--- src/rtl/anim_pkg.sv ---
// Shared animation IDs, scheduler states and default sequencing constants
// for the pet sprite animation path.
package anim_pkg;

  localparam logic [1:0] ANIM_IDLE  = 2'd0;
  localparam logic [1:0] ANIM_FEED  = 2'd1;
  localparam logic [1:0] ANIM_PLAY  = 2'd2;
  localparam logic [1:0] ANIM_SLEEP = 2'd3;

  typedef enum logic {
    S_IDLE,
    S_PLAY
  } state_e;

  localparam int FRAMES_DEF     = 16;
  localparam int LOOPS_DEF      = 2;
  localparam int IDLE_LOOPS_DEF = 8;

endpackage

--- src/rtl/prio_pick3.sv ---
// Fixed-priority pick over the three request bits: sleep > play > feed.
// Returns the winning animation ID and the one-hot bit to clear from the queue.
module prio_pick3
  import anim_pkg::*;
(
  input  logic [2:0] cand,
  output logic [1:0] anim_id,
  output logic [2:0] clear,
  output logic       valid
);

  // NOTE: every output gets a default before the if-chain so no path leaves
  // one unassigned, which would otherwise infer a latch.
  always_comb begin
    anim_id = ANIM_IDLE;
    clear   = 3'b000;
    valid   = 1'b0;
    if (cand[2]) begin
      anim_id = ANIM_SLEEP;
      clear   = 3'b100;
      valid   = 1'b1;
    end else if (cand[1]) begin
      anim_id = ANIM_PLAY;
      clear   = 3'b010;
      valid   = 1'b1;
    end else if (cand[0]) begin
      anim_id = ANIM_FEED;
      clear   = 3'b001;
      valid   = 1'b1;
    end
  end

endmodule

--- src/rtl/anim_scheduler.sv ---
// Chooses which pet animation plays and drives its frame step; queues game
// requests, loops idle, and self-requests sleep after a long idle stretch.
module anim_scheduler
  import anim_pkg::*;
#(
  parameter int FRAMES     = FRAMES_DEF,
  parameter int STEP_W     = 4,
  parameter int LOOPS      = LOOPS_DEF,
  parameter int IDLE_LOOPS = IDLE_LOOPS_DEF
) (
  input  logic              clk_25,
  input  logic              rst,
  input  logic [2:0]        req,
  input  logic              pause,
  output logic [1:0]        anim_sel,
  output logic [STEP_W-1:0] step,
  output logic              busy,
  output logic              done,
  output logic [2:0]        pending
);

  localparam int LOOP_W = (LOOPS > 1) ? $clog2(LOOPS) : 1;
  localparam int IDLE_W = (IDLE_LOOPS > 1) ? $clog2(IDLE_LOOPS) : 1;

  localparam logic [STEP_W-1:0] STEP_LAST = STEP_W'(FRAMES - 1);
  localparam logic [LOOP_W-1:0] LOOP_LAST = LOOP_W'(LOOPS - 1);
  localparam logic [IDLE_W-1:0] IDLE_LAST = IDLE_W'(IDLE_LOOPS - 1);

  state_e             state_q, state_d;
  logic [1:0]         anim_q, anim_d;
  logic [STEP_W-1:0]  step_q, step_d;
  logic [LOOP_W-1:0]  loop_q, loop_d;
  logic [IDLE_W-1:0]  idle_q, idle_d;
  logic [2:0]         pending_q, pending_d;
  logic               done_q, done_d;

  logic [2:0] cand;
  logic [1:0] pick_anim;
  logic [2:0] pick_clear;
  logic       pick_valid;
  logic       last_step;

  assign cand      = pending_q | req;
  assign last_step = (step_q == STEP_LAST);

  prio_pick3 u_pick (
    .cand    (cand),
    .anim_id (pick_anim),
    .clear   (pick_clear),
    .valid   (pick_valid)
  );

  // NOTE: sequential state uses non-blocking assignments so every register
  // samples the pre-edge values computed by the combinational block.
  always_ff @(posedge clk_25 or posedge rst) begin
    if (rst) begin
      state_q   <= S_IDLE;
      anim_q    <= ANIM_IDLE;
      step_q    <= '0;
      loop_q    <= '0;
      idle_q    <= '0;
      pending_q <= '0;
      done_q    <= 1'b0;
    end else begin
      state_q   <= state_d;
      anim_q    <= anim_d;
      step_q    <= step_d;
      loop_q    <= loop_d;
      idle_q    <= idle_d;
      pending_q <= pending_d;
      done_q    <= done_d;
    end
  end

  always_comb begin
    state_d   = state_q;
    anim_d    = anim_q;
    step_d    = step_q;
    loop_d    = loop_q;
    idle_d    = idle_q;
    pending_d = cand;
    done_d    = 1'b0;

    if (!pause) begin
      unique case (state_q)
        S_IDLE: begin
          if (pick_valid) begin
            state_d   = S_PLAY;
            anim_d    = pick_anim;
            step_d    = '0;
            loop_d    = '0;
            idle_d    = '0;
            pending_d = cand & ~pick_clear;
          end else if (last_step && idle_q == IDLE_LAST) begin
            // Long idle: start sleep exactly as if it had been requested.
            state_d = S_PLAY;
            anim_d  = ANIM_SLEEP;
            step_d  = '0;
            loop_d  = '0;
            idle_d  = '0;
          end else begin
            step_d = last_step ? '0 : step_q + 1'b1;
            if (last_step) idle_d = idle_q + 1'b1;
          end
        end
        S_PLAY: begin
          if (last_step && loop_q == LOOP_LAST) begin
            done_d = 1'b1;
            step_d = '0;
            loop_d = '0;
            idle_d = '0;
            if (pick_valid) begin
              anim_d    = pick_anim;
              pending_d = cand & ~pick_clear;
            end else begin
              state_d = S_IDLE;
              anim_d  = ANIM_IDLE;
            end
          end else begin
            step_d = last_step ? '0 : step_q + 1'b1;
            if (last_step) loop_d = loop_q + 1'b1;
          end
        end
        default: state_d = S_IDLE;
      endcase
    end
  end

  assign anim_sel = anim_q;
  assign step     = step_q;
  assign busy     = (state_q == S_PLAY);
  assign done     = done_q;
  assign pending  = pending_q;

endmodule
--- config.mk ---
export PLATFORM = sky130hd
export DESIGN_NAME = anim_scheduler
export DESIGN_NICKNAME = d
export VERILOG_FILES = /design/src/rtl/anim_pkg.sv /design/src/rtl/prio_pick3.sv /design/src/rtl/anim_scheduler.sv
export SDC_FILE = /design/constraint.sdc
export NUM_CORES = 1
export LEC_CHECK = 0
export ABC_AREA = 0
export BUFFER_PORTS_ARGS = -buffer_cell sky130_fd_sc_hd__buf_4
export CAP_MARGIN = 15
export CORE_MARGIN = 4
export CORE_UTILIZATION = 43
export DETAILED_ROUTE_END_ITERATION = 10
export GPL_ROUTABILITY_DRIVEN = 0
export GPL_TIMING_DRIVEN = 0
export PLACE_DENSITY = 0.78
export SLEW_MARGIN = 0
export SYNTH_ARGS = -nofsm -noshare
export SYNTH_HDL_FRONTEND = slang
export SYNTH_SLANG_ARGS = --single-unit
--- constraint.sdc ---
create_clock -name clk_25 -period 1.8 [get_ports clk_25]
set_input_delay 0.54 -clock clk_25 [delete_from_list [all_inputs] [get_ports clk_25]]
set_output_delay 0.54 -clock clk_25 [all_outputs]
set_load 0.05 [all_outputs]
=== Word-level counts from Yosys, hierarchy flattened ===
Index checks and enable logic that the tools add are counted.

* Bits in read-only memories: 0
* Output and inout port bits: 11
* Register bits after elaboration: 15
* Memories: 0
* RAM bits: 0
* Bits in latches: 0
* Word-level logic and storage cells: 67
* Bits of input ports: 6

* Bitwise operators: 5
* Magnitude comparators: 0
* Shift-type cells: 0
* Divide/modulo/power cells: 0
* Add/sub/neg operators: 3
* $mul: 0
* Equality and inequality tests: 6
* Multiplexer cells: 41
* Reductions and logical operators: 5

{| class="wikitable"
|+ Operators by type and width
! operator !! number
|-
| $mux W3 || 9
|-
| $mux W1 || 16
|-
| $mux W4 || 4
|-
| $mux W2 || 6
|-
| $pmux W3 S2 || 2
|-
| $reduce_and A3 Y1 || 3
|-
| $pmux W4 S2 || 1
|-
| $add A4 B1 Y4 const B || 1
|-
| $eq A4 B4 Y1 const B || 1
|-
| $ne A4 B4 Y1 const B || 1
|-
| $pmux W1 S2 || 2
|-
| $pmux W2 S2 || 1
|-
| $add A3 B1 Y3 const B || 1
|-
| $and A3 B3 Y3 || 1
|-
| $eq A3 B3 Y1 const B || 1
|-
| $ne A3 B1 Y1 const B || 1
|-
| $ne A3 B3 Y1 const B || 1
|-
| $not A3 Y3 || 1
|-
| $or A3 B3 Y3 || 1
|-
| $logic_and A1 B1 Y1 || 2
|-
| $ne A2 B1 Y1 const B || 1
|-
| $not A1 Y1 || 2
|-
| $add A1 B1 Y1 const B || 1
|}

=== Longest topological paths before layout ===
* Depth after elaboration: 10
* Gate-level depth with buffers: 6

=== Hierarchy ===
Synthesis repeated with hierarchy kept, for this count alone.

* Cells, all modules: 84
* Area, all modules: 827.0 µm²

{| class="wikitable"
|+ By module, submodules not included
! module !! sequential area each (µm²) !! cells each !! times used !! area each (µm²)
|-
| anim_scheduler || 375.4 || 76 || 1 || 783.3
|-
| prio_pick3 || 0.0 || 8 || 1 || 43.8
|}

=== Least setup slack after synthesis ===
No wires, ideal clock.

* Path type: register to register
* From: reg step_q[0], in the netlist step[0]
* To: reg idle_q[0]
* Setup time: 0.125 ns
* Required time: 1.675 ns
* Stages on the path, launching flop included: 6
* Data arrival time: 1.706 ns
* Path slack: -0.030 ns
* Cell sequence: dfrtp_1 > ha_1 > nand4_1 > a21oi_2 > o21ai_2 > mux2_2

* Cells in the longest elaborated chain, start to end: 5
* Elaborated cells on any way between the ends: 9

{| class="wikitable"
|+ RTL lines
! what !! RTL line !! RTL
|-
| from (decl) || anim_scheduler.sv:31 || <nowiki>logic [STEP_W-1:0] step_q, step_d;</nowiki>
|-
| from (signal assigned) || anim_scheduler.sv:67 || <nowiki>step_q <= step_d;</nowiki>
|-
| $eq A4 B4 Y1 (*) || anim_scheduler.sv:44 || <nowiki>assign last_step = (step_q == STEP_LAST);</nowiki>
|-
| $logic_and A1 B1 Y1 || anim_scheduler.sv:94 || <nowiki>end else if (last_step && idle_q == IDLE_LAST) begin</nowiki>
|-
| $mux W3 || anim_scheduler.sv:94 ||
|-
| $mux W3 || anim_scheduler.sv:87 || <nowiki>if (pick_valid) begin</nowiki>
|-
| $pmux W3 S2 || anim_scheduler.sv:85 || <nowiki>unique case (state_q)</nowiki>
|-
| to (signal assigned) || anim_scheduler.sv:69 || <nowiki>idle_q <= idle_d;</nowiki>
|-
| to (decl) || anim_scheduler.sv:33 || <nowiki>logic [IDLE_W-1:0] idle_q, idle_d;</nowiki>
|}

Every way passes the cells marked *; elsewhere a longest branch is shown, timed or not.
A chain may end at the register's enable or synchronous reset.

=== Worst setup path in the final report ===
Same ends and word-level chain as after synthesis.

==> reports/results.ini <==
[critical_path]
arrival_ns=1.78
critPathLaunch=step[0]$_DFFE_PP0N_
reg2reg_to=idle_q[0]$_DFFE_PP0P_
end_kind=flop
cp_max_fo=6
crit_type=flop to flop
cp.required_ns=1.97
r2r_slack_ns=0.19
r2r_cells=5
r2r_start=step[0]$_DFFE_PP0N_
critPathLaunchType=flop

[clock_tree]
cts_sinks=15
clock_latency_ns=0.28
clockRootBuffer=clkbuf_4
cts_tree=done
ctsHoldBuffers=0
cts_max_level=1
cts_made_buffers=3
post_cts_buffers=0
cts_buffer_depth=2
cts_resized=0
path_clk_slew_ns=0.09

[place]
hpwl_um=1160
placedCellCount=104
placed_area_um2=899.6
port_buffers=16

[routing]
detail-route-antenna-nets=0
drt-wirelength-per-cell_um=14.56
via_per_inst=5.935
drt_iter0_drc=11
finalWirelength_um=1572
first_pass_iters=4
drc=0
vias=641

[die]
start_util_pct=48.02
die_x_um=49.96
dieArea_um2=2496
io_pins=17
rows=14
core_um2=1577
die_height_um=49.96

[pwr]
switching_share_pct=45.31
seq_power_share_pct=41.1
p_switching_uw=558.9
combPwrFrac_pct=43.4
power.density_nw_per_um2=1332
p_leak_uw=0.0004137
power.internal_uw=674.5
ir_drop_mv=0.8937
power.share.clock_pct=15.5

[global_routing]
grt_pass1_wl_um=2794
overflow=0
grt_pass1_vias=628
grt_max_degree=16
antenna_found_initial=0
grtUsageTotal_pct=14.17

[cells_and_area]
nets=102
design_area_um2=925.9
final_common_cell=buf_4
syn2layout_area_growth_pct=22.31
drive_gt1_share_pct=32.61
insertedDiodeCount=0
layout_common_cells=16 x buf_4, 13 x dfrtp_1, 6 x nor2_1, 6 x o21ai_0, 5 x nand2_1
fin_cells=108

[flow_run]
drv_cap=0

[timing]
grt_setup_unrepaired=false
fmax_ghz=0.6206
clock_skew_ns=0.002053
slew_viol_final=0
slew_headroom_pct=63.24
setup_viol=0
fin_hold_ws_ns=0.3003
fin_crit_ns=1.611
layout_worst_path_cycle_share_pct=89.52
tightest_slew_ns=0.5508
final_hold_viol_count=0
setup_tns_ns=0

[synth]
yosysSeqAreaShare_pct=49.59
yosys_register_bits=15
yosysTopAreaCell=dfrtp_1
synth_top_area_share_pct=49.59
synth.area.top_cells=dfrtp_1 50%, ha_1 5.0%, o21ai_0 4.0%
synth_edf_count=0
ys.warnings.count=0
syn-cell-area_um2=757.0
async_flop_share_pct=100.0
ys_types=26
ys.flop_type=dfrtp_1
post_synth.cell_area_avg_um2=10.51
synth_nets=81
syn_inst=72

[worst_hold_path]
hp-class=input pin to async pin

[outcome]
outcome=completed

==> cell type report <==
class,count,area [um2]
buffer,1,3.754
tap,16,20.02
sequential,15,377.9
multi-input combinational,53,366.6
timing repair buffer,16,120.1
fill,144,650.6
clock buffer,4,26.28
inverter,3,11.26
==> state kept, by name (all words and copies together), names as in the netlist <==
register and flops:
idle_q 3, loop_q 1, busy 1, pending 3, step 4, anim_sel 2
done 1
==> routing by layer <==
metal | share of wire (%) | global-route usage, % | vias to the layer above | wire, um
met4 | 2.5 | 6.452 | 0 | 40
met3 | 4.8 | 3.313 | 9 | 75
met1 | 46 | 18.66 | 298 | 724
met2 | 47 | 21.81 | 23 | 731
met5 | 0 | 0 | - | 0
li1 | - | - | 311 | -
==> cell usage after synthesis (2+ instances only) <==
library cell and instances:
a21o_1 2, a21oi_1 3, a22o_1 2, a31oi_1 4, and3_1 2, dfrtp_1 15
ha_1 3, inv_1 3, nand2_1 5, nand3_1 3, nand4_1 2, nor2_1 6
nor3_1 3, o21ai_0 6, o22a_2 2
==> worst max-delay path by stage <==
| stage | endpoint | cells past startpoint |
|---|---|---|
| finish | idle_q[0]$_DFFE_PP0P_ | 5 |
| global route | idle_q[0]$_DFFE_PP0P_ | 5 |
| CTS | idle_q[0]$_DFFE_PP0P_ | 5 |
| detailed placement | anim_sel[0]$_DFFE_PP0P_ | 5 |
| global placement | anim_sel[0]$_DFFE_PP0P_ | 5 |
| floorplan | idle_q[0]$_DFFE_PP0P_ | 5 |
==> power by group through the flow <==
stage	clock (uW)	sequential, uW	combinational (uW)
floorplan	0	726	150
global placement	0	501	528
detailed placement	0	507	538
CTS	195	503	540
global route	211	519	572
finish	191	507	535
==> critical path: stages, from the launching register on <==
cell,delay (ns)
dfrtp_2,0.40
ha_1,0.27
nand4_1,0.15
a21oi_2,0.30
o21ai_2,0.11
mux2_2,0.28
==> stage by stage <==
stage	total power (uW)	setup WS, ns	utilization, %
after floorplan	876.4	0.1365	-
after global placement	1030	0.05680	57.06
after detailed placement	1045	0.04630	57.06
after CTS	1237	0.1855	58.73
after global routing	1302	0.05752	58.73
final	1233	0.1887	58.73
==> cell families (layout without fill, tap and decap cells) <==
group	Yosys count	count (layout)	synth area share, %
simple gates	26	26	21.49
compound gates	23	23	20.50
flops	15	15	49.59
buf+inv	4	24	1.983
fa+ha+maj	3	3	4.959
mux	1	1	1.487
Power figures use the tool's default switching activity.
